==> src/rtl/sub_serial_pkg.sv <==
// Shared definitions for the bit-serial subtractor: FSM state encoding and
// counter sizing.
package sub_serial_pkg;

  typedef enum logic [1:0] {
    SUB_IDLE  = 2'd0,
    SUB_SHIFT = 2'd1,
    SUB_DONE  = 2'd2
  } sub_state_e;

  // The bit counter only has to reach W-1.
  function automatic int sub_cnt_w(input int w);
    return (w <= 2) ? 1 : $clog2(w);
  endfunction

endpackage

==> src/rtl/sub_serial_if.sv <==
// Handshake/operand bus of sub_serial. The Ovf line exists only when
// SUB_SERIAL_OVF_EN is defined.
interface sub_serial_if #(
  parameter int W = 4
);
  logic         i_start;
  logic [W-1:0] i_a;
  logic [W-1:0] i_b;
  logic         i_bi;
  logic [W-1:0] o_d;
  logic         o_bo;
  logic         o_busy;
  logic         o_done;
`ifdef SUB_SERIAL_OVF_EN
  logic         o_ovf;

  modport master (output i_start, i_a, i_b, i_bi,
                  input  o_d, o_bo, o_busy, o_done, o_ovf);
  modport slave  (input  i_start, i_a, i_b, i_bi,
                  output o_d, o_bo, o_busy, o_done, o_ovf);
`else
  modport master (output i_start, i_a, i_b, i_bi,
                  input  o_d, o_bo, o_busy, o_done);
  modport slave  (input  i_start, i_a, i_b, i_bi,
                  output o_d, o_bo, o_busy, o_done);
`endif
endinterface

==> src/rtl/sub_serial_full_sub_1b.sv <==
// One-bit full subtractor: d = a - b - br, with borrow-out.
module full_sub_1b (
  input  logic i_a,
  input  logic i_b,
  input  logic i_br,
  output logic o_d,
  output logic o_br
);
  assign o_d  = i_a ^ i_b ^ i_br;
  assign o_br = (~i_a & i_b) | (~(i_a ^ i_b) & i_br);
endmodule

==> src/rtl/sub_serial.sv <==
// Bit-serial subtractor D = A - B - Bi, one bit per clock, start/done handshake.
// Define SUB_SERIAL_OVF_EN to add the signed-overflow output.
module sub_serial
  import sub_serial_pkg::*;
#(
  parameter int W = 4
) (
  input  logic      i_clk,
  input  logic      i_rst,
  sub_serial_if.slave bus
);

  localparam int             CW   = sub_cnt_w(W);
  localparam logic [CW-1:0]  LAST = CW'(W - 1);

  sub_state_e    r_state;
  sub_state_e    w_next;
  logic [CW-1:0] r_cnt;
  logic [W-1:0]  r_a;
  logic [W-1:0]  r_b;
  logic [W-2:0]  r_res;
  logic          r_br;
  logic [W-1:0]  r_d;
  logic          r_bo;
  logic          r_busy;
  logic          r_done;
  logic          w_d;
  logic          w_br;
  logic          w_accept;
  logic          w_shift;
  logic          w_last;
  logic [W-1:0]  w_res;

  full_sub_1b u_fsub (
    .i_a  (r_a[0]),
    .i_b  (r_b[0]),
    .i_br (r_br),
    .o_d  (w_d),
    .o_br (w_br)
  );

  // New bit enters at the MSB; on the last shift this is the full result.
  assign w_res = {w_d, r_res};

  always_ff @(posedge i_clk) begin
    if (i_rst) r_state <= SUB_IDLE;
    else       r_state <= w_next;
  end

  always_comb begin
    w_next   = r_state;
    w_accept = 1'b0;
    w_shift  = 1'b0;
    w_last   = 1'b0;
    case (r_state)
      SUB_IDLE, SUB_DONE: begin
        if (bus.i_start) begin
          w_accept = 1'b1;
          w_next   = SUB_SHIFT;
        end else begin
          w_next   = SUB_IDLE;
        end
      end
      SUB_SHIFT: begin
        w_shift = 1'b1;
        if (r_cnt == LAST) begin
          w_last = 1'b1;
          w_next = SUB_DONE;
        end
      end
      default: w_next = SUB_IDLE;
    endcase
  end

  always_ff @(posedge i_clk) begin
    if (i_rst)         r_cnt <= '0;
    else if (w_accept) r_cnt <= '0;
    else if (w_shift)  r_cnt <= r_cnt + 1'b1;
  end

  // Datapath shift registers carry no reset; they are reloaded on every Start.
  always_ff @(posedge i_clk) begin
    if (w_accept) begin
      r_a  <= bus.i_a;
      r_b  <= bus.i_b;
      r_br <= bus.i_bi;
    end else if (w_shift) begin
      r_a   <= {1'b0, r_a[W-1:1]};
      r_b   <= {1'b0, r_b[W-1:1]};
      r_br  <= w_br;
      r_res <= w_res[W-1:1];
    end
  end

  always_ff @(posedge i_clk) begin
    if (i_rst) begin
      r_d    <= '0;
      r_bo   <= 1'b0;
      r_busy <= 1'b0;
      r_done <= 1'b0;
    end else begin
      r_busy <= (w_next == SUB_SHIFT);
      r_done <= (w_next == SUB_DONE);
      if (w_last) begin
        r_d  <= w_res;
        r_bo <= w_br;
      end
    end
  end

`ifdef SUB_SERIAL_OVF_EN
  logic r_sa;
  logic r_sb;
  logic r_ovf;

  always_ff @(posedge i_clk) begin
    if (w_accept) begin
      r_sa <= bus.i_a[W-1];
      r_sb <= bus.i_b[W-1];
    end
  end

  always_ff @(posedge i_clk) begin
    if (i_rst)       r_ovf <= 1'b0;
    else if (w_last) r_ovf <= (r_sa != r_sb) & (w_d != r_sa);
  end

  assign bus.o_ovf = r_ovf;
`endif

  assign bus.o_d    = r_d;
  assign bus.o_bo   = r_bo;
  assign bus.o_busy = r_busy;
  assign bus.o_done = r_done;

endmodule
==> src/flat_wrapper.sv <==
// flat-port wrapper written by rule: the top's interface ports become plain ports
module sub_serial_flat import sub_serial_pkg::*;
#(
  parameter int W = 4
)
  (i_clk, i_rst, bus_i_start, bus_i_a, bus_i_b, bus_i_bi, bus_o_d, bus_o_bo, bus_o_busy, bus_o_done);
  sub_serial_if #(.W(W)) bus_i ();
  input  logic i_clk;
  input  logic i_rst;
  input wire logic [$bits(bus_i.i_start)-1:0] bus_i_start;
  input wire logic [$bits(bus_i.i_a)-1:0] bus_i_a;
  input wire logic [$bits(bus_i.i_b)-1:0] bus_i_b;
  input wire logic [$bits(bus_i.i_bi)-1:0] bus_i_bi;
  output wire logic [$bits(bus_i.o_d)-1:0] bus_o_d;
  output wire logic [$bits(bus_i.o_bo)-1:0] bus_o_bo;
  output wire logic [$bits(bus_i.o_busy)-1:0] bus_o_busy;
  output wire logic [$bits(bus_i.o_done)-1:0] bus_o_done;
  assign bus_i.i_start = bus_i_start;
  assign bus_i.i_a = bus_i_a;
  assign bus_i.i_b = bus_i_b;
  assign bus_i.i_bi = bus_i_bi;
  assign bus_o_d = bus_i.o_d;
  assign bus_o_bo = bus_i.o_bo;
  assign bus_o_busy = bus_i.o_busy;
  assign bus_o_done = bus_i.o_done;
  sub_serial #(.W(W)) u_core (.i_clk(i_clk), .i_rst(i_rst), .bus(bus_i));
endmodule
==> config.mk <==
export PLATFORM = sky130hd
export DESIGN_NAME = sub_serial_flat
export DESIGN_NICKNAME = d
export VERILOG_FILES = /design/src/rtl/sub_serial_pkg.sv /design/src/rtl/sub_serial_if.sv /design/src/rtl/sub_serial_full_sub_1b.sv /design/src/rtl/sub_serial.sv /design/src/flat_wrapper.sv
export SDC_FILE = /design/constraint.sdc
export NUM_CORES = 1
export LEC_CHECK = 0
export ABC_AREA = 0
export CAP_MARGIN = 20
export CORE_MARGIN = 1
export CORE_UTILIZATION = 37
export DETAILED_ROUTE_END_ITERATION = 10
export GPL_ROUTABILITY_DRIVEN = 0
export SLEW_MARGIN = 20
export SYNTH_ARGS = -nofsm -noshare
export SYNTH_HDL_FRONTEND = slang
export SYNTH_SLANG_ARGS = --single-unit
==> constraint.sdc <==
create_clock -name i_clk -period 2.1 [get_ports i_clk]
set_clock_uncertainty 0.1 [all_clocks]
set_input_delay 0.21 -clock i_clk [delete_from_list [all_inputs] [get_ports i_clk]]
set_output_delay 0.21 -clock i_clk [all_outputs]
set_load 0.005 [all_outputs]
==> results.md, run 1 <==
* Cell area after layout at 0.00123 mm2
* Worst-skew pair later-pin latency at 0.30 ns
* # DRC at 0
* Area Overhead vs Synth at 23.2%
* Largest net degree at the start of global routing at 13
* FFs w/ async S/R, synth at 0
* Dominant synthesized flop cell: edfxtp_1
* CP Cell Sequence: and2b_1 > nand2b_1
* EDFF count, synth at 12
* FILL cells at 234
* Overall power at 0.848 mW
* Post-route ant nets at 0
* Lkg Pwr at 0.469 nW
* Unique cell type count in the Yosys netlist at 22
* Die Span Y at 54.0 um
* Ports at 19
* Clock tree sinks at 23
* Post-Route Utilization at 0.488
* Post-Syn Area at 1000 um2
* Vias in the first global route at 503
* Tmin final at 1.58 ns
* DP HPWL at 1.01 mm
* Crit path DAT at 1.45 ns
* Worst path max stage delay at 0.44 ns
* RSZ-0062 raised after global routing: no
* FP Rows at 18
* CTS Buffer Depth at 2
* Hold WC Path Type: reg2reg
* Setup slack, reg-to-reg at 0.52 ns
* Initial DRC count at 3
* H-Tree Depth at 1
* Sequential area share after synthesis at 0.581
* Worst EP required at 1.97 ns
* Die area at 0.00291 mm2
* Post-Route Setup TNS at 0 ns
* P per Cell Area at 688 mW/mm2
* Startpoint Class: register
* Syn_nets at 85
* Post-synthesis area per instance at 14.1 um2
* Commonest non-fill, non-tap cell in the layout: clkdlybuf4s50_1
* Hold Violations, Final at 0
* Clk slew on worst S/H paths at 0.12 ns
* PostCTS Resize Cnt at 0
* CP max FO at 9
* Port bufs at 18
* Clk root buf: clkbuf_4
* Max-Slew Margin vs Limit at 0.707
* Post-CTS Hold Fix Bufs at 0
* Synth warn at 0
* Ant diodes at 0
* Slew of the pin with the lowest slew margin at 0.440 ns
* Core area at 0.00252 mm2
* Worst IR Drop VDD at 0.388 mV
* Final net count at 107
* Layout cells sized above 1 at 0.141
* Register bit total from synthesis at 23
* Gr ovfl total at 0
* Post-Synthesis Cells at 71
* Post-CTS Setup Inserts at 0
* First-pass GRT wire length at 2.22 mm
* Critical Path Sink Type: register
* Tcrit/Tclk final at 0.754
* Most frequent cells in the layout: clkdlybuf4s50_1, edfxtp_1, nand2b_1, dfxtp_1, mux2_4
* Vias per cell at 4.57
* DRT Pass-1 Iters at 4
* TritonCTS clock tree: built
* Final wirelength at 1.36 mm
* CP max stage cell: dfxtp_1
* Initial Util at 0.396
* Status: complete, no violations
* Total CTS buffers at 3
* Via count at 557
* FMAX at 632 MHz
* Max Cap Violations at 0
* GRT Overall Usage at 0.110
* Max-slew violations at 0
* Area after DPL at 0.00120 mm2
* Antenna violations before repair at 0
* Setup violators final at 0
* Wire length per cell at 11.1 um
* Die width at 54.0 um
* Setup CP Type: reg2reg
-- layout make-up --
cell class / count / area, um2 / area share
flip-flops and latches: 23 / 581 / 0.472
multi-input cells: 42 / 380 / 0.309
repair buffers: 20 / 195 / 0.159
well taps: 30 / 37.5 / 0.0305
clock buffers: 4 / 26.3 / 0.0213
inverters: 3 / 11.3 / 0.00915
-- worst max-delay path, delay by kind of cell (launching register included) --
family	cells	cell delay, ns
DFF	1	0.44
and+or+nand+nor	2	0.71
-- worst paths after layout --
path | cells past startpoint | endpoint | from
max | 2 | u_core.r_b[1] | u_core.r_state[0]
min | 0 | u_core.r_res[0] | u_core.r_res[1]
max reg2reg | 2 | u_core.r_b[1] | u_core.r_state[0]
min reg2reg | 0 | u_core.r_res[0] | u_core.r_res[1]
-- synthesized netlist by cell type (2+ instances only) --
master	n	share of area
mux2i_1	4	0.040
nand2b_1	11	0.069
inv_1	3	0.011
and2_1	2	0.013
a21oi_1	3	0.015
buf_6	2	0.023
nor2b_1	4	0.025
mux2_4	7	0.11
edfxtp_1	12	0.36
dfxtp_1	11	0.22
-- per-stage QoR --
stage | std cells | setup WS [ns] | hold slack [ns]
after floorplan | 71 | 0.740 | 0.290
after global placement | 118 | 0.495 | 0.343
after detailed placement | 118 | 0.467 | 0.347
after CTS | 122 | 0.475 | 0.379
after global routing | 122 | 0.404 | 0.398
final | 122 | 0.517 | 0.372
-- power by group --
| part | total, mW | switching, mW | leakage [nW] | internal, mW |
|---|---|---|---|---|
| sequential | 0.532 | 0.0131 | 0.208 | 0.518 |
| combinational | 0.120 | 0.0485 | 0.246 | 0.0710 |
| clock | 0.196 | 0.123 | 0.0150 | 0.0739 |
| total | 0.848 | 0.184 | 0.469 | 0.663 |
-- routing by layer --
| metal | vias to the layer above | share of wire | GRT usage | wire length [um] |
|---|---|---|---|---|
| met1 | 262 | 0.49 | 0.145 | 673 |
| met3 | 0 | 0.031 | 0.0254 | 42 |
| met4 | 0 | 0 | 0.0641 | 0 |
| met5 | - | 0 | 0 | 0 |
| li1 | 287 | - | - | - |
| met2 | 8 | 0.47 | 0.163 | 645 |
-- flip-flops by register name, indices dropped and copies added (netlist names) --
name,count
u_core.bus.o_bo,1
u_core.bus.o_busy,1
u_core.bus.o_d,4
u_core.bus.o_done,1
u_core.r_a,4
u_core.r_b,4
u_core.r_br,1
u_core.r_cnt,2
u_core.r_res,3
u_core.r_state,2
-- kinds of logic after synthesis --
| kind of cell | share of synthesized area |
|---|---|
| AO/OA/AOI/OAI | 0.0388 |
| multiplexers | 0.145 |
| AND/OR/NAND/NOR | 0.164 |
| buffers and inverters | 0.0388 |
| adder cells (fa/ha/maj) | 0.0325 |
| flip-flops | 0.581 |
Power figures use the tool's default switching activity.
==> run 2: changes to the inputs <==
Clock period 2.1 ns to 1.6 ns, I/O delays scaled along.
==> results.md, run 2 (synthesis results as in run 1) <==
* Status: complete, no violations
* Max Cap Violations at 0 (unchanged)
* Post-route ant nets at 0 (unchanged)
* Slew of the pin with the lowest slew margin at 0.283 ns (-0.158 ns)
* Core area at 0.00252 mm2 (unchanged)
* Antenna violations before repair at 0 (unchanged)
* CP max FO at 2 (-7)
* Reg-to-reg endpoint: u_core.r_a[2]
* RSZ-0062 raised after global routing: no
* Hold Violations, Final at 0 (unchanged)
* Worst-skew pair later-pin latency at 0.31 ns (about the same)
* Startpoint Class: register
* Final net count at 111 (+3.7%)
* TritonCTS clock tree: built
* Worst path max stage delay at 0.50 ns (+0.06 ns)
* CP Cell Sequence: clkdlybuf4s50_1
* Clk root buf: clkbuf_4
* Hold_sp: u_core.r_res[1]
* CTS Buffer Depth at 2 (unchanged)
* Gr ovfl total at 0 (unchanged)
* DP HPWL at 1.19 mm (+18%)
* Port bufs at 18 (unchanged)
* Clock tree sinks at 23 (unchanged)
* Hold Crit Depth at 0 (unchanged)
* # DRC at 0 (unchanged)
* Worst reg2reg startpoint: u_core.r_state[0]
* Post-CTS Hold Fix Bufs at 0 (unchanged)
* Via count at 592 (+6.3%)
* Setup CP Type: reg2out
* Total CTS buffers at 3 (unchanged)
* GRT Overall Usage at 0.126 (+0.0162)
* DRT Pass-1 Iters at 4 (unchanged)
* Wire length per cell at 12.6 um (+13%)
* FP Rows at 18 (unchanged)
* Post-CTS Setup Inserts at 0 (unchanged)
* Initial Util at 0.396 (unchanged)
* Final wirelength at 1.59 mm (+17%)
* Area after DPL at 0.00125 mm2 (+3.5%)
* Max-slew violations at 0 (unchanged)
* FF-to-FF path depth at 3 (+1)
* First-pass GRT wire length at 2.53 mm (+14%)
* Post-Route Setup TNS at 0 ns (unchanged)
* Hold WC Path Type: reg2reg
* Crit path DAT at 1.17 ns (-0.28 ns)
* Setup violators final at 0 (unchanged)
* FMAX at 701 MHz
* Die area at 0.00291 mm2 (unchanged)
* Setup slack, reg-to-reg at 0.19 ns (-0.33 ns)
* Hold Path End: u_core.r_res[0]
* Crit path depth at 1 (-1)
* Die width at 54.0 um (unchanged)
* Die Span Y at 54.0 um (unchanged)
* CP max stage cell: clkdlybuf4s50_1
* Worst IR Drop VDD at 0.517 mV (+33%)
* Largest net degree at the start of global routing at 13 (unchanged)
* WP buf/inv at 1 (+1)
* Tmin final at 1.43 ns
* Initial DRC count at 3 (unchanged)
* Lkg Pwr at 0.494 nW (+5.3%)
* Commonest non-fill, non-tap cell in the layout: clkdlybuf4s50_1
* Area Overhead vs Synth at 27.4%
* CP delay by family, top: buffers and inverters
* Layout cells sized above 1 at 0.177 (+0.0358)
* FILL cells at 237 (+1.3%)
* P per Cell Area at 908 mW/mm2 (+32%)
* Most frequent cells in the layout: clkdlybuf4s50_1, edfxtp_1, nand2b_1, dfxtp_1, mux2_4
* Clk slew on worst S/H paths at 0.13 ns (about the same)
* Worst EP required at 1.34 ns (-0.63 ns)
* Tcrit/Tclk final at 0.891
* Ports at 19 (unchanged)
* H-Tree Depth at 1 (unchanged)
* Vias per cell at 4.70 (+2.9%)
* Ant diodes at 0 (unchanged)
* Cell area after layout at 0.00127 mm2 (+3.5%)
* Max-Slew Margin vs Limit at 0.811 (+0.105)
* Critical Path Sink Type: output port
* Vias in the first global route at 567 (+13%)
* PostCTS Resize Cnt at 0 (unchanged)
==> run 2: cell types whose count changed in the layout (fill, tap and decap cells not counted) <==
| cell | previous run | this run |
|---|---|---|
| buf_12 | 0 | 1 |
| buf_4 | 2 | 5 |
==> run 2: worst max-delay path by stage <==
stage	start	endpoint	slack (ns)
global route	u_core.bus.o_d[3]	bus_o_d[3]	0.10
detailed placement	bus_i_start	u_core.r_a[2]	0.03
finish	u_core.bus.o_d[2]	bus_o_d[2]	0.17
global placement	bus_i_start	u_core.r_b[3]	0.06
floorplan	u_core.r_state[0]	u_core.r_a[0]	0.24
CTS	u_core.bus.o_bo	bus_o_bo	0.16
==> run 2: where the power goes <==
part           switching (mW)  total [mW]  leakage [nW]  internal [mW]
Combinational          0.0691       0.178         0.271          0.108
Clock                   0.182       0.280        0.0150         0.0973
Sequential             0.0188       0.699         0.208          0.681
==> run 2: stage by stage <==
stage	utilization	setup WS (ns)	instances	total power [mW]	hold slack (ns)
6_report	0.505	0.174	126	1.16	0.378
2_1_floorplan	-	0.240	71	0.811	0.240
3_3_place_gp	0.495	0.0636	122	0.886	0.335
3_5_place_dp	0.495	0.0343	122	0.893	0.348
4_1_cts	0.505	0.162	126	1.16	0.378
5_1_grt	0.505	0.104	126	1.20	0.397
==> run 2: area by class of cell <==
class	count	area, um2	area share
Sequential cell	23	581	0.456
Multi-Input combinational cell	42	380	0.299
Timing Repair Buffer	24	238	0.187
Tap cell	30	37.5	0.0295
Clock buffer	4	26.3	0.0206
Inverter	3	11.3	0.00884
==> run 2: routing by layer <==
metal / track usage / wire, um / vias to the layer above
met4: 0.0641 / 16 / 0
met1: 0.157 / 727 / 284
met2: 0.206 / 794 / 10
li1: - / - / 296
met5: 0 / 0 / -
met3: 0.0254 / 47 / 2
